**src/rtl/unified_mem_arbiter.sv**
```systemverilog
// Arbitrates one single-port synchronous-read BRAM between fetch, data and UART programmer.
// Fetch/data conflicts cost one hold cycle; read data is re-timed to plain one-cycle latency.
module unified_mem_arbiter #(
    parameter int unsigned MEM_AW  = 12,
    parameter logic [3:0]  PROG_BE = 4'b1111
) (
    input  logic              clk,
    input  logic              Rst,
    input  logic              imem_en,
    input  logic [31:0]       imem_addr,
    output logic [31:0]       imem_dout,
    input  logic              dmem_rea,
    input  logic              dmem_wea,
    input  logic [3:0]        dmem_en,
    input  logic [31:0]       dmem_addr,
    input  logic [31:0]       dmem_din,
    output logic [31:0]       dmem_dout,
    input  logic              prog_ena,
    input  logic              prog_we,
    input  logic [31:0]       prog_din,
    output logic [MEM_AW-1:0] prog_count,
    output logic              mem_hold,
    output logic              ram_en,
    output logic [3:0]        ram_we,
    output logic [MEM_AW-1:0] ram_addr,
    output logic [31:0]       ram_din,
    input  logic [31:0]       ram_dout
);

    typedef enum logic [1:0] {StRun, StFetch, StProg} state_e;

    state_e            state_q, state_d;
    logic [MEM_AW-1:0] prog_count_q, prog_count_d;
    logic [31:0]       ibuf_q, ibuf_d;
    logic [31:0]       dbuf_q, dbuf_d;
    logic              gi_q, gi_d;
    logic              gd_q, gd_d;
    logic              dsel_buf_q, dsel_buf_d;

    logic              dreq;
    logic [MEM_AW-1:0] iword;
    logic [MEM_AW-1:0] dword;
    logic              unused_addr_bits;

    assign dreq  = (dmem_rea | dmem_wea) & (dmem_en != 4'b0000);
    assign iword = imem_addr[MEM_AW+1:2];
    assign dword = dmem_addr[MEM_AW+1:2];
    assign unused_addr_bits = ^{imem_addr[31:MEM_AW+2], imem_addr[1:0],
                                dmem_addr[31:MEM_AW+2], dmem_addr[1:0]};

    always_comb begin
        state_d      = state_q;
        prog_count_d = prog_count_q;
        gi_d         = 1'b0;
        gd_d         = 1'b0;
        dsel_buf_d   = 1'b0;
        ibuf_d       = gi_q ? ram_dout : ibuf_q;
        dbuf_d       = gd_q ? ram_dout : dbuf_q;
        mem_hold     = 1'b0;
        ram_en       = 1'b0;
        ram_we       = 4'b0000;
        ram_addr     = iword;
        ram_din      = dmem_din;

        unique case (state_q)
            StRun: begin
                if (prog_ena) begin
                    state_d      = StProg;
                    mem_hold     = 1'b1;
                    prog_count_d = '0;
                    if (prog_we) begin
                        ram_en       = 1'b1;
                        ram_we       = PROG_BE;
                        ram_addr     = '0;
                        ram_din      = prog_din;
                        prog_count_d = MEM_AW'(1);
                    end
                end else if (dreq) begin
                    // Data wins; a conflicting fetch is replayed from FETCH next cycle.
                    ram_en   = 1'b1;
                    ram_we   = dmem_wea ? dmem_en : 4'b0000;
                    ram_addr = dword;
                    gd_d     = dmem_rea;
                    if (imem_en) begin
                        mem_hold = 1'b1;
                        state_d  = StFetch;
                    end
                end else if (imem_en) begin
                    ram_en = 1'b1;
                    gi_d   = 1'b1;
                end
            end
            StFetch: begin
                // Data result lands in dbuf here while the fetch takes the RAM.
                ram_en       = 1'b1;
                gi_d         = 1'b1;
                dsel_buf_d   = 1'b1;
                prog_count_d = '0;
                state_d      = prog_ena ? StProg : StRun;
            end
            StProg: begin
                mem_hold = 1'b1;
                if (!prog_ena) begin
                    state_d      = StRun;
                    prog_count_d = '0;
                end else if (prog_we) begin
                    ram_en       = 1'b1;
                    ram_we       = PROG_BE;
                    ram_addr     = prog_count_q;
                    ram_din      = prog_din;
                    prog_count_d = prog_count_q + MEM_AW'(1);
                end
            end
            default: state_d = StRun;
        endcase

        if (Rst) begin
            mem_hold = 1'b0;
            ram_en   = 1'b0;
            ram_we   = 4'b0000;
        end
    end

    always_ff @(posedge clk) begin
        if (Rst) begin
            state_q      <= StRun;
            prog_count_q <= '0;
            ibuf_q       <= '0;
            dbuf_q       <= '0;
            gi_q         <= 1'b0;
            gd_q         <= 1'b0;
            dsel_buf_q   <= 1'b0;
        end else begin
            state_q      <= state_d;
            prog_count_q <= prog_count_d;
            ibuf_q       <= ibuf_d;
            dbuf_q       <= dbuf_d;
            gi_q         <= gi_d;
            gd_q         <= gd_d;
            dsel_buf_q   <= dsel_buf_d;
        end
    end

    assign prog_count = prog_count_q;
    assign imem_dout  = gi_q ? ram_dout : ibuf_q;
    assign dmem_dout  = (gd_q && !dsel_buf_q) ? ram_dout : dbuf_q;

endmodule

```
**config.mk**
```make
export PLATFORM = sky130hd
export DESIGN_NAME = unified_mem_arbiter
export DESIGN_NICKNAME = d
export VERILOG_FILES = /design/src/rtl/unified_mem_arbiter.sv
export SDC_FILE = /design/constraint.sdc
export NUM_CORES = 1
export LEC_CHECK = 0
export BUFFER_PORTS_ARGS = -buffer_cell sky130_fd_sc_hd__buf_4
export CAP_MARGIN = 20
export CORE_MARGIN = 8
export CORE_UTILIZATION = 35
export DETAILED_ROUTE_END_ITERATION = 6
export GPL_TIMING_DRIVEN = 0
export PLACE_DENSITY = 0.72
export SLEW_MARGIN = 15
export SYNTH_ARGS = -nofsm -noshare
export SYNTH_HDL_FRONTEND = slang
export SYNTH_SLANG_ARGS = --single-unit
```
**constraint.sdc**
```tcl
create_clock -name clk -period 2.35 [get_ports clk]
set_input_delay 0.47 -clock clk [delete_from_list [all_inputs] [get_ports clk]]
set_output_delay 0.47 -clock clk [all_outputs]
set_load 0.1 [all_outputs]
```
==> results of run 1 <==
[routing by layer]
metal,track usage,vias up,share of wire
met5,0,-,0
met4,0.0476,0,0.011
met3,0.0844,19,0.095
met2,0.390,216,0.53
met1,0.212,2138,0.36
li1,-,2144,-
[stage by stage]
stage               power (mW)   util  instances  setup TNS (ns)  setup WS, ns
floorplan                 2.95      -        440           -4.96        -0.155
global placement          3.43  0.553        863          -34.99        -0.613
detailed placement        3.45  0.554        864          -35.79        -0.651
CTS                       4.95  0.623        891          -10.60        -0.308
global route              5.12  0.636        898          -12.23        -0.349
finish                    4.95  0.636        898           -9.29        -0.293
[state kept, by name (all words and copies together), names as in the netlist]
register,cells
dbuf_q,32
ibuf_q,32
prog_count,12
state_q,2
dsel_buf_q,1
gd_q,1
gi_q,1
[area by class of cell]
| class | instances | share of cell area |
|---|---|---|
| multi-input combinational | 319 | 0.368 |
| timing repair buffer | 277 | 0.321 |
| sequential | 81 | 0.213 |
| clock buffer | 11 | 0.0317 |
| buffer | 29 | 0.0302 |
| tap | 168 | 0.0274 |
| inverter | 10 | 0.00555 |
| clock inverter | 3 | 0.00245 |
[worst paths after layout]
check	depth (start not counted)	slack [ns]	end	from
worst max-delay path	7	-0.29	ram_addr[0]	dmem_en[2]
worst min-delay path	3	0.39	dbuf_q[6]	ram_dout[6]
worst max register to register	7	0	prog_count[9]	state_q[1]
worst min register to register	2	0.49	dbuf_q[19]	dbuf_q[19]
[what timing repair did]
action | 4_1_cts | 5_1_grt
cloned | 2 | 0
endpoints found under the setup margin | 112 | 111
pin swaps | 11 | 7
resized for setup | 129 | 39
setup buffers | 12 | 7
[Yosys cell counts, types with 2 or more instances]
master,count
mux2_2,96
nand3_1,5
a31oi_1,2
inv_1,10
a221o_1,10
o21ai_0,7
or3_1,2
buf_1,10
a22o_1,2
nand3b_1,2
ha_1,5
a21o_1,2
and2_1,40
dfxtp_1,81
o31ai_1,6
nand4_1,3
or3_2,2
nor3b_1,2
o21a_1,4
nor2_1,48
clkbuf_1,19
a21oi_1,15
nand2_1,7
mux2i_1,32
or4_1,5
nor3_1,3
nor2b_1,3
[logic make-up (layout without fill, tap and decap cells)]
logic type / after synthesis / after routing / share of synthesized area
AOI/OAI and AO/OA: 56 / 56 / 0.0935
xor gates and xnor gates: 1 / 1 / 0.00202
DFF: 81 / 81 / 0.374
muxes: 128 / 128 / 0.323
and+or+nand+nor: 129 / 129 / 0.158
adders and majority gates: 5 / 5 / 0.0144
buffers and inverters: 40 / 330 / 0.0349
[tightest hold or removal path: cells and delay by family]
kind | cells | cell delay [ns]
multiplexers | 1 | 0.06
buffers and inverters | 1 | 0.09
AND/OR/NAND/NOR | 1 | 0.07
[where the power goes]
| group | internal, mW | switching [mW] | total (mW) |
|---|---|---|---|
| Combinational | 0.768 | 1.49 | 2.26 |
| Sequential | 1.41 | 0.0214 | 1.43 |
| Clock | 0.731 | 0.528 | 1.26 |
==> results by group, run 1 <==
Power
  – Worst supply voltage drop on vdd: 328 uV
  – Power per Cell Area: 646 nW/um^2
  – Cell leakage power: 3.49 nW

Clock tree
  – Total of hold buffers inserted after clock tree synthesis: 0
  – Clock transition at the register clock pins on the worst setup and hold paths after CTS: 0.06 ns
  – Clock tree from TritonCTS: built
  – CTS root buffer: clkbuf_16
  – Insertion delay to the later sink of the worst-skew pair: 0.33 ns
  – H-tree lvl count: 3
  – Number of sinks driven by the clock tree: 81
  – Total CTS buffers: 9
  – Clock Path Buffers: 2

Global routing
  – Vias in the first global route: 5,034
  – Wire length of the first global-routing pass: 26.8 mm
  – GR Util All Layers: 0.209
  – Number of antenna violations at the first check in global routing: 0
  – Global route total overflow: 0
  – Pin count of the biggest net entering global routing: 13

Setup path
  – Crit Path Class: in -> out
  – Cell family with most CP delay: simple AND/OR/NAND/NOR gates
  – Critical Path Slowest Stage Cell: or4_4
  – Arrival time of the worst setup path: 2.17 ns
  – Critical-path cell list: buf_6 -> or4_4 -> nor3b_4 -> buf_6 -> clkbuf_16 -> a221o_4 -> buf_12
  – Maximum cell stage delay along the critical path: 0.54 ns
  – Startpoint type of the worst setup path: input port
  – Required time of the worst setup path: 1.88 ns
  – CP most frequent cell: buf_6
  – Crit Path Max Fanout: 5
  – Worst setup EP type: primary output
  – Total buffers and inverters traversed by the critical path: 4

Yosys
  – Share of the synthesized area in the top cell type: 0.374
  – Area contributors post-synth: dfxtp_1, mux2_2, mux2i_1
  – Post-synthesis average cell area: 9.85 um^2
  – Sequential share of the synthesized area: 0.374
  – Async set-reset flop share out of synthesis: 0
  – EDFF count, synth: 0
  – Number of nets produced by synthesis: 616
  – Synth Register Bits: 81
  – Synth Instances: 440
  – Cell area after technology mapping: 4340 um^2
  – Distinct cell type count after synthesis: 44
  – Number of warning messages in the yosys log: 0
  – Cell taking the most area after synthesis: dfxtp_1
  – Flip-flop cell with the highest count after synthesis: dfxtp_1

Cells and area
  – Area occupied by registers: 1640 um^2
  – Most frequent cells in the layout: buf_4, mux2_2, dfxtp_1, nor2_1, buf_6
  – Multi-input logic area: 2830 um^2
  – Fraction of final layout cells sized beyond drive strength 1: 0.611
  – Number of diodes: 0
  – Most common cell after layout, fill and taps aside: buf_4
  – Layout Area Growth over Synthesis: 76.9%
  – Final layout net count: 903
  – Fill cell instance count of the final layout: 944
  – Post-route design area: 7670 um^2

STA
  – Finish-stage setup viols: 45
  – Count of endpoints failing hold in the final timing report: 0
  – Tcrit/Tclk final: 1.12
  – Max-Slew Margin vs Limit: 0.452
  – Setup repair after global routing missed its margin: yes
  – Maximum clock rate: 378 MHz
  – Worst-case clock skew: 0.00822 ns
  – Final critical path time including I/O delays and setup: 2.64 ns
  – Worst hold-check slack: 0.394 ns
  – Number of max-slew violations in the final report: 0
  – Pin slew with the least headroom to its limit: 0.822 ns
  – Slack of the critical path: -0.293 ns

Routing
  – Number of detailed-route iterations in the first pass: 5
  – WL per Instance: 19.3 um
  – Remaining routing DRC violations: 0
  – Initial drt markers: 330
  – Total length of routed wires: 17.3 mm
  – Via-per-instance ratio: 5.03
  – Antenna Violating Nets Remaining: 0
  – Number of vias after detailed routing: 4,517

Placed design
  – Post-detailed-placement cell area: 6680 um^2
  – Final HPWL DP: 13.2 mm
  – Routability congestion estimate: 0.819
  – I/O Buffers: 255

Die
  – Die ar.: 16,200 um^2
  – Starting density of the core: 0.359
  – Floorplan die height: 127 um
  – Total core area: 12,100 um^2
  – I/O pin total: 297
  – Die X: 127 um
  – Total number of placement rows: 40

Hold path
  – Class of the tightest hold or removal check: in -> reg

Flow run
  – # Max-Cap Violations: 0

Run status
  – Violated checks: negative setup slack
  – Outcome: finished with violations
Note: power is estimated with default switching activity, not from simulation.
==> run 2, diff against run 1 <==
--- a/config.mk
+++ b/config.mk
@@ -10,7 +10,6 @@
 export CORE_MARGIN = 8
 export CORE_UTILIZATION = 35
 export DETAILED_ROUTE_END_ITERATION = 6
-export GPL_TIMING_DRIVEN = 0
 export PLACE_DENSITY = 0.72
 export SLEW_MARGIN = 15
 export SYNTH_ARGS = -nofsm -noshare
==> run 2 against run 1 <==
The run still ends with negative setup slack left. Combinational power is 4% higher. Critical endpoint is now ram_addr[9]. Worst hold slack worse by 0.011 ns. Non-clock buffer count shrank 13. Fmax down 0.77%. Count of clock-buffer cells in the layout up 1. Utilization up 1.6 points. Clock power grew 5%. Via count increased by 0.20%. Setup slack lost 0.021 ns. Register-to-register slack gained 0.03 ns.
==> results by group, run 2 (synthesis gave the netlist of run 1 again) <==
Die
  – Total number of placement rows: 40 (unchanged)
  – I/O pin total: 297 (unchanged)
  – Starting density of the core: 0.359 (unchanged)
  – Die X: 127 um (unchanged)
  – Floorplan die height: 127 um (unchanged)
  – Total core area: 12,100 um^2 (unchanged)
  – Die ar.: 16,200 um^2 (unchanged)

Setup path
  – Maximum cell stage delay along the critical path: 0.57 ns (was 0.54 ns)
  – Required time of the worst setup path: 1.88 ns (about the same)
  – FF-to-FF Start: state_q[0] (was state_q[1])
  – Depth of the worst register-to-register path: 9 (was 7)
  – Startpoint type of the worst setup path: input port (unchanged)
  – Arrival time of the worst setup path: 2.19 ns (was 2.17 ns)
  – Critical-path cell list: buf_6 -> or4_4 -> nor3b_4 -> buf_6 -> buf_6 -> a221o_4 -> buf_12 (was buf_6 -> or4_4 -> nor3b_4 -> buf_6 -> clkbuf_16 -> a221o_4 -> buf_12)
  – Crit Path Max Fanout: 5 (unchanged)
  – Reg-to-reg critical path endpoint: prog_count[11] (was prog_count[9])
  – Launch point of the critical path: dmem_en[2] (unchanged)
  – Worst setup EP type: primary output (unchanged)
  – Worst reg-to-reg setup slack: 0.03 ns (was 0 ns)
  – CP most frequent cell: buf_6 (unchanged)
  – Critical Path Slowest Stage Cell: or4_4 (unchanged)
  – Crit Path Class: in -> out (unchanged)

STA
  – Maximum clock rate: 375 MHz (was 378 MHz)
  – Pin slew with the least headroom to its limit: 0.609 ns (was 0.822 ns)
  – Worst-case clock skew: 0.00643 ns (was 0.00822 ns)
  – Final critical path time including I/O delays and setup: 2.66 ns (was 2.64 ns)
  – Max-Slew Margin vs Limit: 0.594 (was 0.452)
  – Tcrit/Tclk final: 1.13 (was 1.12)
  – Slack of the critical path: -0.313 ns (was -0.293 ns)
  – Number of max-slew violations in the final report: 0 (unchanged)
  – Count of endpoints failing hold in the final timing report: 0 (unchanged)
  – Setup repair after global routing missed its margin: yes (unchanged)
  – Worst hold-check slack: 0.383 ns (was 0.394 ns)
  – Finish-stage setup viols: 45 (unchanged)

Placed design
  – Routability congestion estimate: 0.848 (was 0.819)
  – I/O Buffers: 256 (was 255)
  – Final HPWL DP: 12.8 mm (was 13.2 mm)
  – Post-detailed-placement cell area: 6790 um^2 (was 6680 um^2)

Power
  – Internal power of the cells: 3.04 mW (was 2.91 mW)
  – Power consumption: 5.11 mW (was 4.95 mW)
  – Net switching fraction of the power: 0.405 (was 0.412)
  – Psw: 2.07 mW (was 2.04 mW)
  – Clock Power Share: 0.259 (was 0.254)
  – Sequential power share: 0.280 (was 0.289)
  – Power per Cell Area: 650 nW/um^2 (was 646 nW/um^2)
  – Worst supply voltage drop on vdd: 318 uV (was 328 uV)
  – Cell leakage power: 3.61 nW (was 3.49 nW)
  – Share of power burned in combinational logic: 0.461 (was 0.457)

Run status
  – Outcome: finished with violations (unchanged)
  – Violated checks: negative setup slack (unchanged)

Cells and area
  – Final layout net count: 890 (was 903)
  – Most frequent cells in the layout: buf_4, mux2_2, dfxtp_1, nor2_1 (was buf_4, mux2_2, dfxtp_1, nor2_1, buf_6)
  – Most common cell after layout, fill and taps aside: buf_4 (unchanged)
  – Fraction of final layout cells sized beyond drive strength 1: 0.622 (was 0.611)
  – Layout Area Growth over Synthesis: 81.4% (was 76.9%)
  – Fill cell instance count of the final layout: 863 (was 944)
  – Post-route design area: 7870 um^2 (was 7670 um^2)
  – Number of diodes: 0 (unchanged)

Global routing
  – GR Util All Layers: 0.211 (was 0.209)
  – Wire length of the first global-routing pass: 26.8 mm (about the same)
  – Vias in the first global route: 4,827 (was 5,034)
  – Global route total overflow: 0 (unchanged)
  – Number of antenna violations at the first check in global routing: 0 (unchanged)
  – Pin count of the biggest net entering global routing: 35 (was 13)

Clock tree
  – Total CTS buffers: 9 (unchanged)
  – Clock tree from TritonCTS: built (unchanged)
  – Clock Path Buffers: 2 (unchanged)
  – CTS root buffer: clkbuf_16 (unchanged)
  – H-tree lvl count: 3 (unchanged)
  – Insertion delay to the later sink of the worst-skew pair: 0.34 ns (was 0.33 ns)
  – Number of sinks driven by the clock tree: 81 (unchanged)
  – Clock transition at the register clock pins on the worst setup and hold paths after CTS: 0.06 ns (about the same)

Flow run
  – # Max-Cap Violations: 0 (unchanged)

Routing
  – Number of vias after detailed routing: 4,526 (was 4,517)
  – Antenna Violating Nets Remaining: 0 (unchanged)
  – Total length of routed wires: 17.8 mm (was 17.3 mm)
  – Initial drt markers: 172 (was 330)
  – Number of detailed-route iterations in the first pass: 4 (was 5)
  – Via-per-instance ratio: 5.11 (was 5.03)
  – Remaining routing DRC violations: 0 (unchanged)
  – WL per Instance: 20.1 um (was 19.3 um)

Hold path
  – Min-delay src: ram_dout[2] (was ram_dout[6])
  – Endpoint of the worst hold-timing path: dbuf_q[2] (was dbuf_q[6])
  – Class of the tightest hold or removal check: in -> reg (unchanged)
  – Hold depth: 3 (unchanged)
-- run 2: how the worst max path moves through the flow --
stage	to	slack, ns	cells past startpoint
2_1_floorplan	ram_din[10]	-0.15	6
3_3_place_gp	ram_addr[0]	-0.32	7
3_5_place_dp	ram_addr[0]	-0.34	7
4_1_cts	ram_addr[9]	-0.30	7
5_1_grt	ram_addr[9]	-0.34	7
6_report	ram_addr[9]	-0.31	7
-- run 2: what timing repair did --
item                       in CTS  in global routing
gates resized for setup       145                 22
pin swaps                       5                 11
hold buffers                    0                  0
cloned                          3                  1
setup endpoints to repair      51                 53
setup buffers                   7                  5
-- run 2: critical path: cells and delay by family --
family / cells / cell delay (ns)
simple gates: 2 / 0.77
buf+inv: 4 / 0.51
compound gates: 1 / 0.42
-- run 2: power groups by stage --
| stage | Sequential [mW] | Clock (mW) | Combinational, mW |
|---|---|---|---|
| after floorplan | 1.47 | 0 | 1.48 |
| after global placement | 1.46 | 0 | 2.01 |
| after CTS | 1.43 | 1.36 | 2.31 |
| after detailed placement | 1.46 | 0 | 2.03 |
| after global routing | 1.43 | 1.41 | 2.42 |
| final | 1.43 | 1.32 | 2.36 |
-- run 2: area by class of cell --
type                       count  area [um^2]  share of cell area
tap                          168          210              0.0267
clock inverter                 2         13.8             0.00175
multi-input combinational    319         2900               0.368
clock buffer                  12          267              0.0339
inverter                      10         37.5             0.00477
timing repair buffer         293         2810               0.358
sequential                    81         1630               0.207
-- run 2: routing by layer --
layer,share of wire,track usage,wire [um]
met1,0.37,0.218,6610
met2,0.51,0.373,9110
met4,0.032,0.105,567
met3,0.084,0.0720,1490
met5,0,0,0
-- run 2: per-stage QoR --
step	setup slack, ns	instances	util	setup TNS, ns
after floorplan	-0.155	440	-	-4.96
final	-0.313	885	0.652	-9.14
after CTS	-0.297	883	0.645	-9.80
after detailed placement	-0.344	859	0.563	-4.67
after global placement	-0.324	859	0.563	-3.75
after global routing	-0.336	885	0.652	-11.94
==> run 3, diff against run 2 <==
--- a/config.mk
+++ b/config.mk
@@ -10,7 +10,7 @@
 export CORE_MARGIN = 8
 export CORE_UTILIZATION = 35
 export DETAILED_ROUTE_END_ITERATION = 6
-export PLACE_DENSITY = 0.72
+export PLACE_DENSITY_LB_ADDON = 0.08
 export SLEW_MARGIN = 15
 export SYNTH_ARGS = -nofsm -noshare
 export SYNTH_HDL_FRONTEND = slang
==> run 3 against run 2 <==
The run still ends with negative setup slack left. Worst hold slack better by 0.0095 ns. Critical path depth stayed put. Final area increased by 4.2%. Largest cell class is now buffers.
==> results by group, run 3 (synthesis gave the netlist of run 1 again) <==
Power
  – Power consumption: 5.29 mW (was 5.11 mW)
  – Power per Cell Area: 646 nW/um^2 (was 650 nW/um^2)
  – Cell leakage power: 3.81 nW (was 3.61 nW)
  – Worst supply voltage drop on vdd: 356 uV (was 318 uV)

Cells and area
  – Final layout net count: 901 (was 890)
  – Number of diodes: 0 (unchanged)
  – Most frequent cells in the layout: buf_4, dfxtp_1, mux2_2, buf_12, nor2_1 (was buf_4, mux2_2, dfxtp_1, nor2_1)
  – Layout Area Growth over Synthesis: 88.9% (was 81.4%)
  – Most common cell after layout, fill and taps aside: buf_4 (unchanged)
  – Post-layout instance count excluding filler cells: 897 (was 885)
  – Post-route design area: 8190 um^2 (was 7870 um^2)
  – Fraction of final layout cells sized beyond drive strength 1: 0.626 (was 0.622)

STA
  – Worst hold-check slack: 0.393 ns (was 0.383 ns)
  – Worst-case clock skew: 0.00648 ns (was 0.00643 ns)
  – Slack of the critical path: -0.292 ns (was -0.313 ns)
  – Maximum clock rate: 378 MHz (was 375 MHz)
  – Final critical path time including I/O delays and setup: 2.64 ns (was 2.66 ns)
  – Pin slew with the least headroom to its limit: 0.567 ns (was 0.609 ns)
  – Number of max-slew violations in the final report: 0 (unchanged)
  – Count of endpoints failing hold in the final timing report: 0 (unchanged)
  – Setup repair after global routing missed its margin: yes (unchanged)
  – Final total negative setup slack: -9.89 ns (was -9.14 ns)
  – Finish-stage setup viols: 45 (unchanged)
  – Tcrit/Tclk final: 1.12 (was 1.13)
  – Max-Slew Margin vs Limit: 0.622 (was 0.594)

Die
  – I/O pin total: 297 (unchanged)
  – Starting density of the core: 0.359 (unchanged)
  – Die ar.: 16,200 um^2 (unchanged)
  – Floorplan die height: 127 um (unchanged)
  – Total core area: 12,100 um^2 (unchanged)
  – Die X: 127 um (unchanged)
  – Total number of placement rows: 40 (unchanged)

Run status
  – Violated checks: negative setup slack (unchanged)
  – Outcome: finished with violations (unchanged)

Clock tree
  – H-tree lvl count: 3 (unchanged)
  – CTS root buffer: clkbuf_16 (unchanged)
  – Clock tree from TritonCTS: built (unchanged)
  – Number of sinks driven by the clock tree: 81 (unchanged)
  – Clock transition at the register clock pins on the worst setup and hold paths after CTS: 0.06 ns (about the same)
  – Clock Path Buffers: 2 (unchanged)
  – Total of hold buffers inserted after clock tree synthesis: 0 (unchanged)
  – Total CTS buffers: 9 (unchanged)
  – Insertion delay to the later sink of the worst-skew pair: 0.33 ns (was 0.34 ns)

Setup path
  – Crit Path Class: in -> out (unchanged)
  – Worst setup EP type: primary output (unchanged)
  – Startpoint type of the worst setup path: input port (unchanged)
  – Crit Path Max Fanout: 6 (was 5)
  – Arrival time of the worst setup path: 2.17 ns (was 2.19 ns)
  – Required time of the worst setup path: 1.88 ns (about the same)

Routing
  – Remaining routing DRC violations: 0 (unchanged)
  – Number of detailed-route iterations in the first pass: 5 (was 4)
  – Via-per-instance ratio: 4.99 (was 5.11)
  – WL per Instance: 19.5 um (was 20.1 um)
  – Total length of routed wires: 17.5 mm (was 17.8 mm)
  – Number of vias after detailed routing: 4,480 (was 4,526)
  – Antenna Violating Nets Remaining: 0 (unchanged)
  – Initial drt markers: 240 (was 172)

Global routing
  – Pin count of the biggest net entering global routing: 35 (unchanged)
  – Global route total overflow: 0 (unchanged)
  – GR Util All Layers: 0.209 (was 0.211)
  – Number of antenna violations at the first check in global routing: 0 (unchanged)
  – Wire length of the first global-routing pass: 26.8 mm (about the same)
  – Vias in the first global route: 4,792 (was 4,827)

Flow run
  – # Max-Cap Violations: 0 (unchanged)

Placed design
  – Final HPWL DP: 12.7 mm (was 12.8 mm)
  – Routability congestion estimate: 0.809 (was 0.848)
  – Total placed cells including tap cells: 865 (was 859)
  – Post-detailed-placement cell area: 6830 um^2 (was 6790 um^2)
  – I/O Buffers: 256 (unchanged)

Hold path
  – Class of the tightest hold or removal check: in -> reg (unchanged)
[run 3: cell count changes in the layout (fill, tap and decap cells not counted), moves of 2 or more]
cell / before / now
mux2_4: 16 / 32
buf_4: 225 / 234
mux2_2: 80 / 64
buf_12: 40 / 53
buf_16: 0 / 3
buf_6: 26 / 13
clkbuf_1: 0 / 2
[run 3: critical path: stages]
cell and delay [ns]:
buf_6 0.09, or4_4 0.54, nor3b_4 0.20, buf_6 0.15, buf_6 0.12, a221o_4 0.43
buf_12 0.17
[run 3: layer usage]
| metal | vias up | share of wire | GRT usage |
|---|---|---|---|
| met4 | 0 | 0.032 | 0.0819 |
| met2 | 195 | 0.51 | 0.377 |
| met1 | 2111 | 0.37 | 0.219 |
| met3 | 35 | 0.090 | 0.0745 |
| met5 | - | 0 | 0 |
| li1 | 2139 | - | - |
[run 3: report_power, final]
group / switching, mW / total, mW / internal, mW / leakage (nW)
clock: 0.536 / 1.41 / 0.876 / 0.142
combinational: 1.52 / 2.45 / 0.922 / 3.01
sequential: 0.0178 / 1.43 / 1.41 / 0.658
total: 2.08 / 5.29 / 3.21 / 3.81
[run 3: area by class of cell]
class	instances	area, um^2
fillers	903	3870
repair buffers	304	3070
multi-input cells	319	2950
flip-flops and latches	81	1630
clock buffers	13	260
well taps	168	210
clock inverters	2	37.5
inverters	10	37.5
[run 3: through the flow]
stage | setup WS [ns] | util
6_report | -0.292 | 0.679
5_1_grt | -0.317 | 0.679
4_1_cts | -0.299 | 0.674
3_5_place_dp | -0.456 | 0.567
3_3_place_gp | -0.447 | 0.567
2_1_floorplan | -0.155 | -
[run 3: what timing repair did]
item                       CTS  global route
pin swaps                   11            13
buffers inserted            10             2
resized for setup          200            12
gates cloned                 5             0
setup endpoints to repair   50            52
[run 3: path summary, 6_finish.rpt]
kind                start             to  slack, ns  depth (start not counted)
min          ram_dout[27]     dbuf_q[27]       0.39                          3
min reg2reg    dbuf_q[11]     dbuf_q[11]       0.49                          2
max reg2reg    state_q[0]  prog_count[9]       0.09                          8
max            dmem_en[2]    ram_addr[4]      -0.29                          7
